$ cat src/rtl/matmul_pkg.sv
// Shared types and sizing helpers for the matmul operand feeder.
// Holds FSM state encoding, MAX_DIM derivation and wavefront lengths.
package matmul_pkg;

  typedef enum logic [1:0] {
    IDLE  = 2'd0,
    FEED  = 2'd1,
    DRAIN = 2'd2,
    DONE  = 2'd3
  } state_t;

  function automatic int max_dim(
    input int bus_w,
    input int data_w
  );
    return bus_w / data_w;
  endfunction

  function automatic int feed_len(input int md);
    return 2 * md - 1;
  endfunction

  function automatic int drain_len(input int md);
    return md;
  endfunction

endpackage

$ cat src/rtl/skew_lane_select.sv
// One wavefront lane: picks the skewed element of a snapshot or 0.
// With MATMUL_FEEDER_DIM_MASK_EN, elements beyond row_max/col_max read as 0.
module skew_lane_select
  import matmul_pkg::*;
#(
  parameter int DATA_WIDTH = 8,
  parameter int MAX_DIM    = 4,
  parameter int LANE       = 0,
  parameter bit TRANSPOSE  = 1'b0
) (
  input  logic [DATA_WIDTH*MAX_DIM*MAX_DIM-1:0] mat,
  input  logic [$clog2(2*MAX_DIM)-1:0]          step,
`ifdef MATMUL_FEEDER_DIM_MASK_EN
  input  logic [$clog2(MAX_DIM)-1:0]            row_max,
  input  logic [$clog2(MAX_DIM)-1:0]            col_max,
`endif
  output logic [DATA_WIDTH-1:0]                 elem
);

  int   off;
  int   row;
  int   col;
  logic hit;

  // A lanes walk along a row, B lanes walk down a column
  always_comb begin
    elem = '0;
    off  = int'(step) - LANE;
    row  = TRANSPOSE ? off : LANE;
    col  = TRANSPOSE ? LANE : off;
    hit  = (off >= 0) && (off < MAX_DIM);
`ifdef MATMUL_FEEDER_DIM_MASK_EN
    if (row > int'(row_max) || col > int'(col_max))
      hit = 1'b0;
`endif
    if (hit)
      elem = mat[(row*MAX_DIM+col)*DATA_WIDTH +: DATA_WIDTH];
  end

endmodule

$ cat src/rtl/matmul_skew_feeder.sv
// Snapshots A/B and streams skewed wavefronts plus drain zeros.
// Optional MATMUL_FEEDER_DIM_MASK_EN zeroes elements outside m/k/n dims.
module matmul_skew_feeder
  import matmul_pkg::*;
#(
  parameter  int DATA_WIDTH = 8,
  parameter  int BUS_WIDTH  = 32,
  localparam int MAX_DIM    = max_dim(BUS_WIDTH, DATA_WIDTH),
  localparam int MW         = DATA_WIDTH*MAX_DIM*MAX_DIM,
  localparam int VW         = DATA_WIDTH*MAX_DIM
) (
  input  logic                       clk_i,
  input  logic                       rst_n_i,
  input  logic                       start_i,
  input  logic [MW-1:0]              a_mat_i,
  input  logic [MW-1:0]              b_mat_i,
`ifdef MATMUL_FEEDER_DIM_MASK_EN
  input  logic [$clog2(MAX_DIM)-1:0] m_dim_i,
  input  logic [$clog2(MAX_DIM)-1:0] k_dim_i,
  input  logic [$clog2(MAX_DIM)-1:0] n_dim_i,
`endif
  output logic [VW-1:0]              a_flat_o,
  output logic [VW-1:0]              b_flat_o,
  output logic                       start_operation_o,
  output logic                       busy_o,
  output logic                       done_o
);

  localparam int SW = $clog2(2*MAX_DIM);
  localparam logic [SW-1:0] FEED_LAST  = SW'(feed_len(MAX_DIM) - 1);
  localparam logic [SW-1:0] DRAIN_LAST = SW'(drain_len(MAX_DIM) - 1);

  state_t        state;
  state_t        nxt_state;
  logic [SW-1:0] step;
  logic [SW-1:0] nxt_step;
  logic [MW-1:0] a_snap;
  logic [MW-1:0] b_snap;
  logic [MW-1:0] a_src;
  logic [MW-1:0] b_src;
  logic [VW-1:0] a_lanes;
  logic [VW-1:0] b_lanes;
  logic [VW-1:0] a_nxt;
  logic [VW-1:0] b_nxt;
  logic          run_nxt;
  logic          done_nxt;
  logic          take;

  // Outputs are registered, so lanes look at the snapshot being latched
  assign take  = (state == IDLE) && start_i;
  assign a_src = take ? a_mat_i : a_snap;
  assign b_src = take ? b_mat_i : b_snap;

`ifdef MATMUL_FEEDER_DIM_MASK_EN
  logic [$clog2(MAX_DIM)-1:0] m_snap, k_snap, n_snap;
  logic [$clog2(MAX_DIM)-1:0] m_src, k_src, n_src;

  assign m_src = take ? m_dim_i : m_snap;
  assign k_src = take ? k_dim_i : k_snap;
  assign n_src = take ? n_dim_i : n_snap;

  always_ff @(posedge clk_i or negedge rst_n_i) begin
    if (!rst_n_i) begin
      m_snap <= '0;
      k_snap <= '0;
      n_snap <= '0;
    end else begin
      m_snap <= m_src;
      k_snap <= k_src;
      n_snap <= n_src;
    end
  end
`endif

  for (genvar i = 0; i < MAX_DIM; i++) begin : g_lane
    skew_lane_select #(
      .DATA_WIDTH(DATA_WIDTH),
      .MAX_DIM   (MAX_DIM),
      .LANE      (i),
      .TRANSPOSE (1'b0)
    ) u_a (
      .mat    (a_src),
      .step   (nxt_step),
`ifdef MATMUL_FEEDER_DIM_MASK_EN
      .row_max(m_src),
      .col_max(k_src),
`endif
      .elem   (a_lanes[i*DATA_WIDTH +: DATA_WIDTH])
    );

    skew_lane_select #(
      .DATA_WIDTH(DATA_WIDTH),
      .MAX_DIM   (MAX_DIM),
      .LANE      (i),
      .TRANSPOSE (1'b1)
    ) u_b (
      .mat    (b_src),
      .step   (nxt_step),
`ifdef MATMUL_FEEDER_DIM_MASK_EN
      .row_max(k_src),
      .col_max(n_src),
`endif
      .elem   (b_lanes[i*DATA_WIDTH +: DATA_WIDTH])
    );
  end

  always_ff @(posedge clk_i or negedge rst_n_i) begin
    if (!rst_n_i) begin
      state  <= IDLE;
      step   <= '0;
      a_snap <= '0;
      b_snap <= '0;
    end else begin
      state  <= nxt_state;
      step   <= nxt_step;
      a_snap <= a_src;
      b_snap <= b_src;
    end
  end

  always_comb begin
    nxt_state = state;
    unique case (1'b1)
      state == IDLE:  if (start_i) nxt_state = FEED;
      state == FEED:  if (step == FEED_LAST) nxt_state = DRAIN;
      state == DRAIN: if (step == DRAIN_LAST) nxt_state = DONE;
      default:        nxt_state = IDLE;
    endcase
    nxt_step = step + 1'b1;
    if (nxt_state != state || state == IDLE)
      nxt_step = '0;
  end

  always_comb begin
    a_nxt    = '0;
    b_nxt    = '0;
    run_nxt  = nxt_state != IDLE;
    done_nxt = nxt_state == DONE;
    if (nxt_state == FEED) begin
      a_nxt = a_lanes;
      b_nxt = b_lanes;
    end
  end

  always_ff @(posedge clk_i or negedge rst_n_i) begin
    if (!rst_n_i) begin
      a_flat_o          <= '0;
      b_flat_o          <= '0;
      start_operation_o <= 1'b0;
      busy_o            <= 1'b0;
      done_o            <= 1'b0;
    end else begin
      a_flat_o          <= a_nxt;
      b_flat_o          <= b_nxt;
      start_operation_o <= run_nxt;
      busy_o            <= run_nxt;
      done_o            <= done_nxt;
    end
  end

endmodule

$ cat config.mk
export PLATFORM = sky130hd
export DESIGN_NAME = matmul_skew_feeder
export DESIGN_NICKNAME = d
export VERILOG_FILES = /design/src/rtl/matmul_pkg.sv /design/src/rtl/skew_lane_select.sv /design/src/rtl/matmul_skew_feeder.sv
export SDC_FILE = /design/constraint.sdc
export NUM_CORES = 1
export LEC_CHECK = 0
export ABC_CLOCK_PERIOD_IN_PS = 11200
export BUFFER_PORTS_ARGS = -buffer_cell sky130_fd_sc_hd__buf_2
export CAP_MARGIN = 30
export CORE_ASPECT_RATIO = 1.2
export CORE_UTILIZATION = 27
export DETAILED_ROUTE_END_ITERATION = 7
export HOLD_SLACK_MARGIN = 0.05
export PLACE_DENSITY = 0.51
export SETUP_SLACK_MARGIN = 0.3
export SLEW_MARGIN = 20
export SYNTH_ARGS = -nofsm -noshare
export SYNTH_HDL_FRONTEND = slang
export SYNTH_SLANG_ARGS = --single-unit
$ cat constraint.sdc
create_clock -name clk_i -period 11.2 [get_ports clk_i]
set_clock_uncertainty 0.05 [all_clocks]
set_input_delay 0 -clock clk_i [delete_from_list [all_inputs] [get_ports clk_i]]
set_output_delay 0 -clock clk_i [all_outputs]
set_load 0.02 [all_outputs]
After elaboration in Yosys (flattened, before gate mapping)
Index checks and enable logic that the tools add are counted.
Widths: inputs -> output; s select.
{"block": "totals", "register_bits": 327, "inputBits": 259, "word_cells": 66}
{"block": "op_classes", "add_sub_neg": 10, "magnitude_cmp": 8, "eq_ne": 7, "shift": 8, "mux": 17, "reduce_logical": 8}
{"operator": "$shiftx 128x32->8", "n": 6}
{"operator": "$mux 128", "n": 2}
{"operator": "$shiftx 128x7->8", "n": 1}
{"operator": "$shiftx 128x9->8", "n": 1}
{"operator": "$mux 32", "n": 2}
{"operator": "$mux 8", "n": 8}
{"operator": "$add 6x3->7 const B", "n": 2}
{"operator": "$add 5x4->6 const A", "n": 2}
{"operator": "$ge 4x1->1 const B", "n": 3}
{"operator": "$lt 4x4->1 const B", "n": 3}
{"operator": "$sub 3x2->4 const B", "n": 2}
{"operator": "$add 6x2->7 const B", "n": 1}
{"operator": "$mux 2", "n": 3}
{"operator": "$pmux 2 s3", "n": 1}
{"operator": "$add 4x4->5 const A", "n": 1}
{"operator": "$logic_and 1x1->1", "n": 5}
{"operator": "$eq 2x1->1 const B", "n": 2}
{"operator": "$eq 2x2->1 const B", "n": 2}
{"operator": "$sub 3x1->4 const B", "n": 1}
{"operator": "$add 3x1->3 const B", "n": 1}
{"operator": "$eq 3x2->1 const B", "n": 1}
{"operator": "$eq 3x3->1 const B", "n": 1}
{"operator": "$ge 3x1->1 const B", "n": 1}
{"operator": "$lt 3x3->1 const B", "n": 1}
{"operator": "5 further kinds", "n": 5}

Depth between registers and ports, before layout
{"block": "depth", "ltp_word": 11, "ltp_mapped": 24}

Hierarchy
Synthesis repeated with hierarchy kept, for this count alone.
{"block": "hier_totals", "hier_cells": 1082, "area_unflattened_um2": 15787.6}
{"module": "matmul_skew_feeder", "n_inst": 1, "cells_each": 708, "area_each_um2": 11962.7, "seq_area_each_um2": 8182.8}
{"module": "skew_lane_select (g_lane[1].u_a)", "n_inst": 1, "cells_each": 115, "area_each_um2": 1167.4, "seq_area_each_um2": 0.0}
{"module": "skew_lane_select (g_lane[3].u_a)", "n_inst": 1, "cells_each": 74, "area_each_um2": 689.4, "seq_area_each_um2": 0.0}
{"module": "skew_lane_select (g_lane[2].u_a)", "n_inst": 1, "cells_each": 41, "area_each_um2": 569.3, "seq_area_each_um2": 0.0}
{"module": "skew_lane_select (g_lane[0].u_a ...)", "n_inst": 2, "cells_each": 30, "area_each_um2": 262.8, "seq_area_each_um2": 0.0}
{"module": "skew_lane_select (g_lane[1].u_b)", "n_inst": 1, "cells_each": 31, "area_each_um2": 306.5, "seq_area_each_um2": 0.0}
{"module": "skew_lane_select (g_lane[3].u_b)", "n_inst": 1, "cells_each": 21, "area_each_um2": 284.0, "seq_area_each_um2": 0.0}
{"module": "skew_lane_select (g_lane[2].u_b)", "n_inst": 1, "cells_each": 32, "area_each_um2": 282.8, "seq_area_each_um2": 0.0}

Worst setup path after synthesis
No wires, ideal clock.
{"block": "synth_path", "kind": "reg2reg", "startpoint": "register step[0]", "endpoint": "register a_flat_o[24]", "arrival_ns": 4.901, "t_required_ns": 11.084, "path_slack_ns": 6.183, "stages_incl_launch_ff": 23, "n_path_buf": 8, "period_less_slack_ns": 5.017, "path_cell_list": "dfrtp_1 > buf_2 > clkinv_1 > clkbuf_1 > clkbuf_1 > ha_1 > and2_1 > buf_2 > o22ai_4 > nand2_2 > buf_2 > buf_2 > clkbuf_1 > inv_1 > ha_1 > nor2_1 > a21oi_2 > inv_2 > clkbuf_1 > ha_1 > nor3b_1 > nor3b_1 > a211o_1"}
{"block": "synth_via", "elab_chain_len": 11}
{"element": "from (decl)", "line_no": "matmul_skew_feeder.sv:35", "source": "logic [SW-1:0] step;"}
{"element": "from (signal assigned)", "line_no": "matmul_skew_feeder.sv:115", "source": "step <= nxt_step;"}
{"element": "$eq 3x2->1 or $eq 3x3->1 (tied branches)", "line_no": "matmul_skew_feeder.sv:126, matmul_skew_feeder.sv:125"}
{"element": "$mux 2 (on tied branches)", "line_no": "matmul_skew_feeder.sv:126, matmul_skew_feeder.sv:125"}
{"element": "$pmux 2 s3", "line_no": "matmul_skew_feeder.sv:123", "source": "unique case (1'b1)"}
{"element": "$ne 2x2->1", "line_no": "matmul_skew_feeder.sv:130", "source": "if (nxt_state != state || state == IDLE)"}
{"element": "$logic_or 1x1->1", "line_no": "matmul_skew_feeder.sv:130"}
{"element": "$mux 3", "line_no": "matmul_skew_feeder.sv:130"}
{"element": "$sub 3x2->4", "line_no": "skew_lane_select.sv:28", "source": "off = int'(step) - LANE;"}
{"element": "$add 5x4->6 (tied with other cells)", "line_no": "skew_lane_select.sv:37", "source": "elem = mat[(row*MAX_DIM+col)*DATA_WIDTH +: DATA_WIDTH];"}
{"element": "$shiftx 128x32->8 or $logic_and 1x1->1 (tied branches)", "line_no": "skew_lane_select.sv:37, skew_lane_select.sv:31"}
{"element": "$mux 8", "line_no": "skew_lane_select.sv:36", "source": "if (hit)"}
{"element": "$mux 32 *", "line_no": "matmul_skew_feeder.sv:139", "source": "if (nxt_state == FEED) begin"}
{"element": "net a_nxt[24]", "line_no": "matmul_skew_feeder.sv:43", "source": "logic [VW-1:0] a_nxt;"}
{"element": "to (signal assigned)", "line_no": "matmul_skew_feeder.sv:153", "source": "a_flat_o <= a_nxt;"}
{"element": "to (decl)", "line_no": "matmul_skew_feeder.sv:22", "source": "output logic [VW-1:0] a_flat_o,"}
The timed path passes the listed nets; every way through them passes the cells marked *.

Worst setup path in the final report
{"block": "layout_path", "startpoint": "register step[0]", "endpoint": "register a_flat_o[27]"}
Same word-level chain as after synthesis.

==> impl_metrics.ini <==
[clock_network]
cts_tree = yes
clk_path_buf_depth = 3
clock_sinks = 327
clk-insertion-delay-late_ns = 0.55
clk_pin_slew_worst_paths_ns = 0.06
cts-root-buf = clkbuf_16
htree_levels = 2
cts_setup_buffers = 0
cts_buffers = 39

[floorplanning]
die_x_um = 222.8
die_y_um = 267.0
core_area_um2 = 57540
initial_core_util = 0.2746
num_io_pins = 326
dieArea_um2 = 59480
rows = 96

[worst_setup_path]
end_kind = flop
start_kind = flop
crit_path_max_incr_delay_ns = 0.76
cp_cell_sequence = buf_4 -> clkinv_1 -> buf_4 -> ha_1 -> and2_1 -> o22ai_4 -> buf_4 -> nand2_4 -> buf_4 -> clkinv_2 -> nand2_1 -> nand2_1 -> ha_1 -> nor3b_1 -> nor3b_1 -> clkbuf_2 -> a211o_1
rr_worst_depth = 17
critical_path_buf_inv_count = 7
worstPathRequired_ns = 11.65
cp_num_cells = 17
cp_top_family = buffers and inverters
critical_path_arrival_ns = 6.25
worstSetupPathType = reg -> reg
critical_path.slowest_cell = clkinv_2
crit_top_cell = buf_4
critPathMaxFanout = 67

[placement]
pre_cts_slack_ns = 5.258
placed_cells = 2290
place_hpwl_um = 39240
port_buffers = 325
gp_congestion = 0.8496

[power]
power.density_nw_per_um2 = 331.9
p_leak_nw = 10.16
ir_worst_vdd_mv = 0.1758

[layout]
final_cell_mix = 327 x dfrtp_1, 324 x buf_2, 258 x dlygate4sd3_1
multi_input_area_um2 = 6748
drive_above_1_share = 0.3326
final-seq-area_um2 = 8183
syn2layout_area_growth_pct = 39.06
layout_commonest_cell = dfrtp_1
final_nets = 2127
nFillCells = 5591
stdcell_count = 2626

[run_status]
status = completed

[timing]
setup_ws_ns = 5.402
rsz0062_at_grt = false
setup_viol = 0
relSlewSlack = 0.2827
timing.final.crit_share = 0.5177
post-route-min-period_ns = 5.798
tightest_slew_ns = 1.076
maxSlewViolCount = 0
setup_tns_ns = 0
finalHoldViolations = 0
fmax_mhz = 172.5

[grt]
antenna_found_initial = 5
grt_max_degree = 162
grt_pass1_vias = 13120
grt.overflow.total = 0
grt.total_usage = 0.1847
grt_pass1_wl_um = 82210

[synth]
netlist-cell-type-count = 57
synth.cell_area_um2 = 15800
ys_seq_area_frac = 0.5180
async_flop_share = 1.000
synthesis.instances = 1299
synth_edf_count = 0
yosys_warnings = 0
ys_ff_latch = 327
syn-mean-instance-area_um2 = 12.16
ys.flop_type = dfrtp_1
syn_nets = 1570

[detailed_routing]
vias_per_cell = 4.730
dr.pass1.iters = 6
route.detailed.drc = 0
routed_wl_um = 55420
num_vias = 12420
drt_iter0_drc = 758
ant_nets = 0
routedWlPerCell_um = 21.10

[flow_run]
drv_cap = 0

[min_path]
hp-class = in -> async
==> where the power goes <==
| group | internal, mW | switching (mW) |
|---|---|---|
| sequential | 1.73 | 0.138 |
| combinational | 1.65 | 2.50 |
| clock | 0.749 | 0.529 |
| total | 4.12 | 3.17 |
==> metal layers <==
layer / GRT usage / part of all wire
met4: 0.09487 / 0.050
met2: 0.3153 / 0.50
met1: 0.2226 / 0.41
met3: 0.03247 / 0.047
met5: 0 / 0
==> worst reg2reg max path, cell delays in order (launching register included) <==
cell	delay, ns
dfrtp_1	0.35
buf_4	0.30
clkinv_1	0.10
buf_4	0.38
ha_1	0.25
and2_1	0.29
o22ai_4	0.11
buf_4	0.28
nand2_4	0.29
buf_4	0.75
clkinv_2	0.82
nand2_1	0.23
nand2_1	0.11
ha_1	0.20
nor3b_1	0.34
nor3b_1	0.50
clkbuf_2	0.27
a211o_1	0.14
==> cells in the mapped netlist (2+ instances only) <==
cell type,instances,area (um^2)
a211o_1,9,78.83
a211oi_1,3,22.52
a211oi_2,2,25.02
a21boi_0,14,105.1
a21boi_1,10,75.07
a21o_1,14,105.1
a21oi_1,60,300.3
a221o_1,8,80.08
a31oi_1,2,12.51
a41oi_1,8,70.07
and2_1,2,12.51
buf_1,4,15.01
buf_2,31,155.2
buf_4,18,135.1
buf_6,6,67.56
clkbuf_1,28,105.1
dfrtp_1,327,8183
ha_1,12,150.1
inv_1,100,375.4
inv_2,2,7.510
mux2_1,10,112.6
mux2_2,170,1914
mux2i_1,156,1562
mux4_2,22,495.5
nand2_1,59,221.5
nand3_1,38,190.2
nand3b_1,2,15.01
nand4_1,15,93.84
nor2_1,24,90.09
nor2b_1,16,100.1
nor3b_1,4,30.03
o2111ai_1,12,105.1
o211ai_1,20,150.1
o21ai_0,35,175.2
o21ai_1,2,10.01
o21ba_1,4,40.04
o21ba_2,12,120.1
o22ai_1,8,50.05
or3_1,12,75.07
==> path summary, 6_finish.rpt <==
path / end / slack (ns) / start
min in group clk_i: a_snap[122] / 0.17 / a_mat_i[122]
hold reg to reg: a_snap[104] / 0.43 / a_snap[104]
hold / removal: b_snap[112] / 0.03 / rst_n_i
setup / recovery: a_flat_o[27] / 5.40 / step[0]
max in group asynchronous: a_snap[119] / 9.74 / rst_n_i
setup reg to reg: a_flat_o[27] / 5.40 / step[0]
==> through the flow <==
stage	instance area [um^2]	total power [mW]	utilization	hold slack [ns]
global route	21970	7.761	0.3818	0.1382
CTS	21940	7.357	0.3814	0.09370
finish	21970	7.290	0.3818	0.03208
global placement	18020	5.903	0.3132	0.03425
floorplan	15800	4.722	-	-0.3456
detailed placement	18090	5.973	0.3145	0.03967
==> state kept, by name, summed over array words and instances (netlist names) <==
| register | cells |
|---|---|
| b_snap | 128 |
| b_flat_o | 32 |
| done_o | 1 |
| state | 2 |
| a_snap | 128 |
| a_flat_o | 32 |
| step | 3 |
| busy_o | 1 |
==> cells by family (layout without fill, tap and decap cells) <==
kind of cell | count (synthesis) | in the layout | synth area share
AOI/OAI and AO/OA | 230 | 230 | 0.1017
adders and majority gates | 12 | 12 | 0.009504
buffers and inverters | 193 | 779 | 0.05576
DFF | 327 | 327 | 0.5180
muxes | 358 | 358 | 0.2585
other | 0 | 6 | 0
and+or+nand+nor | 179 | 179 | 0.05655
==> layout make-up <==
class / count / area share
multi-input combinational: 779 / 0.3072
clock inverter: 15 / 0.006493
tap: 735 / 0.04186
clock buffer: 55 / 0.05126
timing repair buffer: 604 / 0.2020
inverter: 105 / 0.01811
sequential: 327 / 0.3725
antenna: 6 / 0.0006834
==> what timing repair did <==
item | 4_1_cts | 5_1_grt
resized for setup | 0 | 0
endpoints found under the hold margin | 402 | 0
hold buffers | 258 | 0
Power figures use the tool's default switching activity.
